[src/rtl/div_radix4_seq.sv]
// Iterative radix-4 unsigned fixed-point divider, Q = floor(X*2^WF / D).
// Two quotient bits per enabled cycle, remainder out, div-by-zero and overflow flags.
//
// Ports:
//   CLK, RST (async, active-high), CE (clock enable; low freezes everything)
//   in_valid/in_ready + din_x, din_d  : operand handshake (ready only in IDLE)
//   out_valid/out_ready + dout, rem    : result handshake, held until taken
//   dz  : divisor was zero, dout saturated to all ones
//   ovf : quotient would not fit in WL bits, dout saturated to all ones
module div_radix4_seq #(
  parameter int WL = 24,
  parameter int WF = 23
) (
  input  logic          CLK,
  input  logic          RST,
  input  logic          CE,
  input  logic          in_valid,
  output logic          in_ready,
  input  logic [WL-1:0] din_x,
  input  logic [WL-1:0] din_d,
  output logic          out_valid,
  input  logic          out_ready,
  output logic [WL-1:0] dout,
  output logic [WL-1:0] rem,
  output logic          dz,
  output logic          ovf
);

  localparam int N  = (WL + 1) / 2;
  localparam int W2 = 2 * N;
  localparam int DW = WL + WF + 1;
  localparam int CW = $clog2(N + 1);
  localparam int TW = WL + 2;

  typedef enum logic [1:0] {
    S_IDLE = 2'd0,
    S_CALC = 2'd1,
    S_DONE = 2'd2
  } state_t;

  state_t        r_state;
  logic [CW-1:0] r_cnt;
  logic [WL-1:0] r_p;
  logic [WL-1:0] r_d;
  logic [W2-1:0] r_sh;
  logic [W2-1:0] r_q;
  logic          r_in_ready;
  logic          r_out_valid;
  logic [WL-1:0] r_dout;
  logic [WL-1:0] r_rem;
  logic          r_dz;
  logic          r_ovf;

  logic [DW-1:0] w_dvd;
  logic [WL-1:0] w_p0;
  logic [WL-1:0] w_hi;
  logic          w_isz;
  logic          w_isovf;
  logic          w_acc;
  logic [TW-1:0] w_t;
  logic [TW-1:0] w_d1;
  logic [TW-1:0] w_d2;
  logic [TW-1:0] w_d3;
  logic [TW-1:0] w_sub;
  logic [1:0]    w_dig;
  logic [WL-1:0] w_pn;
  logic [W2-1:0] w_qn;

  // Full dividend X*2^WF with one spare top bit so odd WL gets
  // its leading pad digit. Everything above the low 2N bits is
  // already below D (no overflow), so it preloads the remainder.
  assign w_dvd   = DW'(din_x) << WF;
  assign w_p0    = WL'(w_dvd >> W2);
  assign w_hi    = din_x >> (WL - WF);
  assign w_isz   = (din_d == '0);
  assign w_isovf = (w_hi >= din_d);
  assign w_acc   = in_valid & r_in_ready;

  // T = 4P + next two dividend bits; P < D keeps T < 4D.
  assign w_t  = {r_p, r_sh[W2-1 -: 2]};
  assign w_d1 = TW'(r_d);
  assign w_d2 = w_d1 << 1;
  assign w_d3 = w_d1 + w_d2;

  // Exact digit selection: largest multiple of D not above T.
  always_comb begin
    w_dig = 2'd0;
    w_sub = '0;
    if (w_t >= w_d3) begin
      w_dig = 2'd3;
      w_sub = w_d3;
    end else if (w_t >= w_d2) begin
      w_dig = 2'd2;
      w_sub = w_d2;
    end else if (w_t >= w_d1) begin
      w_dig = 2'd1;
      w_sub = w_d1;
    end
  end

  assign w_pn = WL'(w_t - w_sub);
  assign w_qn = {r_q[W2-3:0], w_dig};

  always_ff @(posedge CLK or posedge RST) begin
    if (RST) begin
      r_state     <= S_IDLE;
      r_cnt       <= '0;
      r_p         <= '0;
      r_d         <= '0;
      r_sh        <= '0;
      r_q         <= '0;
      r_in_ready  <= 1'b0;
      r_out_valid <= 1'b0;
      r_dout      <= '0;
      r_rem       <= '0;
      r_dz        <= 1'b0;
      r_ovf       <= 1'b0;
    end else if (CE) begin
      unique case (r_state)
        S_IDLE: begin
          r_in_ready <= 1'b1;
          if (w_acc) begin
            r_in_ready <= 1'b0;
            r_d        <= din_d;
            r_dz       <= 1'b0;
            r_ovf      <= 1'b0;
            if (w_isz) begin
              r_state     <= S_DONE;
              r_out_valid <= 1'b1;
              r_dout      <= '1;
              r_rem       <= '0;
              r_dz        <= 1'b1;
            end else if (w_isovf) begin
              r_state     <= S_DONE;
              r_out_valid <= 1'b1;
              r_dout      <= '1;
              r_rem       <= '0;
              r_ovf       <= 1'b1;
            end else begin
              r_state <= S_CALC;
              r_cnt   <= '0;
              r_p     <= w_p0;
              r_sh    <= w_dvd[W2-1:0];
              r_q     <= '0;
            end
          end
        end
        S_CALC: begin
          r_p   <= w_pn;
          r_sh  <= {r_sh[W2-3:0], 2'b00};
          r_q   <= w_qn;
          r_cnt <= r_cnt + 1'b1;
          if (r_cnt == CW'(N - 1)) begin
            r_state     <= S_DONE;
            r_out_valid <= 1'b1;
            r_dout      <= w_qn[WL-1:0];
            r_rem       <= w_pn;
          end
        end
        S_DONE: begin
          if (out_ready) begin
            r_state     <= S_IDLE;
            r_out_valid <= 1'b0;
            r_in_ready  <= 1'b1;
          end
        end
        default: begin
          r_state    <= S_IDLE;
          r_in_ready <= 1'b0;
        end
      endcase
    end
  end

  assign in_ready  = r_in_ready;
  assign out_valid = r_out_valid;
  assign dout      = r_dout;
  assign rem       = r_rem;
  assign dz        = r_dz;
  assign ovf       = r_ovf;

endmodule

[config.mk]
export PLATFORM = sky130hd
export DESIGN_NAME = div_radix4_seq
export DESIGN_NICKNAME = d
export VERILOG_FILES = /design/src/rtl/div_radix4_seq.sv
export SDC_FILE = /design/constraint.sdc
export NUM_CORES = 1
export LEC_CHECK = 0
export ABC_AREA = 1
export CAP_MARGIN = 0
export CORE_MARGIN = 2
export CORE_UTILIZATION = 50
export DETAILED_ROUTE_END_ITERATION = 10
export MAX_ROUTING_LAYER = met4
export PLACE_DENSITY = 0.75
export SLEW_MARGIN = 20
export SYNTH_ARGS = -nofsm -noshare
export SYNTH_HDL_FRONTEND = slang
export SYNTH_SLANG_ARGS = --single-unit
export TNS_END_PERCENT = 50
[constraint.sdc]
create_clock -name CLK -period 8.8 [get_ports CLK]
set_input_delay 1.32 -clock CLK [delete_from_list [all_inputs] [get_ports CLK]]
set_output_delay 1.32 -clock CLK [all_outputs]
set_load 0.005 [all_outputs]
==> results.py <==
metrics = {
    "setup_path": {
        "cpMostUsedCell": "nand2_1",
        "crit_buf_inv": 4,
        "r2r-start": "r_d[0]",
        "reg2reg_depth": 40,
        "critPathTopFamily": "simple AND/OR/NAND/NOR gates",
        "worst_ep_arrival_time_ns": 7.15,
        "worst_setup_path_end_kind": "flip-flop",
        "path_class": "reg -> reg",
        "r2r_end": "r_p[20]",
        "crit_path_top_delay_cell": "clkinv_1",
        "cp_max_fo": 43,
        "required_ns": 9.08,
        "max_stage_delay_ns": 0.81,
        "cp-startpoint": "r_d[0]",
        "start_kind": "flip-flop",
        "reg2reg_slack_ns": 1.94,
    },
    "global_route": {
        "grt_max_degree": 72,
        "grt_pass1_vias": 9696,
        "gr-total-overflow": 0,
        "antenna_found_initial": 0,
        "grt_pass1_wl_mm": 50.6,
        "grt_use_total_pct": 29.9,
    },
    "route": {
        "drtIter0Drc": 883,
        "drcViolationCount": 0,
        "via_per_inst": 5.70,
        "top_layer": "met4",
        "wl_met2_mm": 15.0,
        "totalWireLength_mm": 32.0,
        "dr.pass1.iters": 8,
        "vias": 10235,
        "antenna_left": 0,
        "wire_per_inst_um": 17.8,
        "drt-met1-wl_mm": 14.5,
        "wl_met3_mm": 1.94,
    },
    "finish": {
        "finish.utilization_pct": 59.4,
        "nFillCells": 1955,
        "area_growth_pct": 17.0,
        "drive_above_1_share_pct": 5.66,
        "fin_nets": 1707,
        "num_antenna_cells": 0,
    },
    "logic_synthesis": {
        "synth_top_family_by_area": "simple AND/OR/NAND/NOR gates",
        "ys_types": 46,
        "netlist_top_cells_area": "dfrtp_1, ha_1, nand2_1",
        "postSynthCellCount": 1423,
        "avgSynthCellArea_um2": 7.45,
        "synth-async-reset-ratio_pct": 100,
        "yosys.area_share.simple_pct": 23.1,
        "synth-adder-area-share_pct": 17.6,
        "synth_xor_area_share_pct": 1.90,
        "synthTopCellsByCount": "nand2_1, inv_1, ha_1, dfrtp_1, o21ai_0",
        "yosys_warnings": 0,
        "ys_seq_elements": 129,
        "netlist.area_leader.share_pct": 30.4,
        "synth-compound-area-share_pct": 18.9,
        "seq_area_frac_synth_pct": 30.4,
        "yosysTopAreaCell": "dfrtp_1",
        "synth.most_common_cell": "nand2_1",
        "synth_nets": 1623,
        "synth-main-ff-cell": "dfrtp_1",
        "syn_area_um2": 10600,
        "synth.area.mux_share_pct": 0,
        "synth-edff-count": 0,
    },
    "clock_network": {
        "cts_buffers": 17,
        "cts_tree": "done",
        "cts_setup_buffers": 0,
        "clk_path_buf_depth": 2,
        "ctsHtreeMaxLevel": 4,
        "cts_resized": 0,
        "cts-root-buf": "clkbuf_16",
        "path_clk_slew_ns": 0.07,
        "holdBufCountCts": 0,
        "cts.sinks": 129,
        "clock_latency_ns": 0.44,
    },
    "die": {
        "ios": 105,
        "dieArea_um2": 22400,
        "die_x_um": 150,
        "initial_utilization_pct": 50.8,
        "rows": 53,
        "die_h_um": 150,
        "core_area_um2": 20900,
    },
    "job": {
        "drv_cap": 0,
    },
    "outcome": {
        "status": "completed",
    },
    "sta": {
        "rsz0062_at_grt": "no",
        "slew_viol_final": 0,
        "tightest_slew_ns": 0.971,
        "hold_viol_final": 0,
        "skew_ns": 0.0221,
        "fmax_ghz": 0.146,
        "fin_crit_ns": 6.86,
        "setup_violations": 0,
        "finalCritPeriodShare_pct": 78.0,
        "fin_setup_tns_ns": 0,
        "slew_headroom_pct": 34.9,
    },
    "placement": {
        "numPortBuffers": 104,
        "dpl.hpwl_mm": 24.4,
        "place.gp.congestion": 0.966,
    },
    "hold_path": {
        "hold_end": "dout[0]",
        "hold_path.class": "reg -> reg",
        "worstHoldStart": "dout[0]",
        "hold_depth": 2,
    },
}
how the worst max path moves through the flow:
stage	endpoint	depth (start not counted)	slack, ns
final	r_p[20]	40	1.94
after floorplan	r_p[20]	41	3.61
after detailed placement	r_p[20]	37	2.30
after global routing	r_p[20]	40	1.17
after global placement	r_p[20]	37	2.46
after CTS	r_p[20]	37	2.26
layout make-up:
type / instances / area (um2) / share of cell area (%)
clock inverters: 15 / 164 / 1.32
clock buffers: 17 / 425 / 3.43
flip-flops and latches: 129 / 3230 / 26.0
well taps: 275 / 344 / 2.77
multi-input cells: 1080 / 6520 / 52.6
inverters: 169 / 637 / 5.13
repair buffers: 110 / 1090 / 8.75
state kept, by name (all words and copies together), names as in the netlist:
signal	flops
r_sh	1
rem	24
out_valid	1
r_state	2
ovf	1
r_p	24
r_q	22
r_d	24
in_ready	1
dout	24
dz	1
r_cnt	4
tightest hold or removal path: stages (launching register included):
cell and delay (ns):
dfrtp_1 0.35, nand2_1 0.05, nand2_1 0.05
through the flow:
stage	instance area [um2]	std cells	hold WS, ns	setup WS [ns]
after floorplan	10600	1423	0.465	3.61
after global placement	11800	1763	0.454	2.46
after detailed placement	11800	1763	0.458	2.30
after CTS	12400	1795	0.482	2.26
after global routing	12400	1795	0.512	1.17
final	12400	1795	0.479	1.94
placed cells by master (no fill, tap or decap), drive strengths merged, types with 20 or more instances in the layout:
cell           instances
nor2                 105
nand2                324
ha                   144
a21oi                104
inv                  178
o211ai                20
clkdlybuf4s50        104
dfrtp                129
o21ai                151
a31oi                 25
nand3                 75
o22ai                 22
layer usage:
metal	vias to the layer above	track usage, %
met1	4864	40.4
li1	5003	-
met4	0	7.76
met5	-	-
met3	44	3.99
met2	324	47.7
kinds of logic (layout without fill, tap and decap cells):
logic type | count (synthesis) | in the layout
xor gates and xnor gates | 23 | 23
adders and majority gates | 147 | 147
buffers and inverters | 214 | 311
DFF | 129 | 129
and+or+nand+nor | 556 | 556
AOI/OAI and AO/OA | 354 | 354
Power is left out: the tool's default activity adds up to more than one toggle a clock period on the data nets, which glitch-free logic cannot reach.
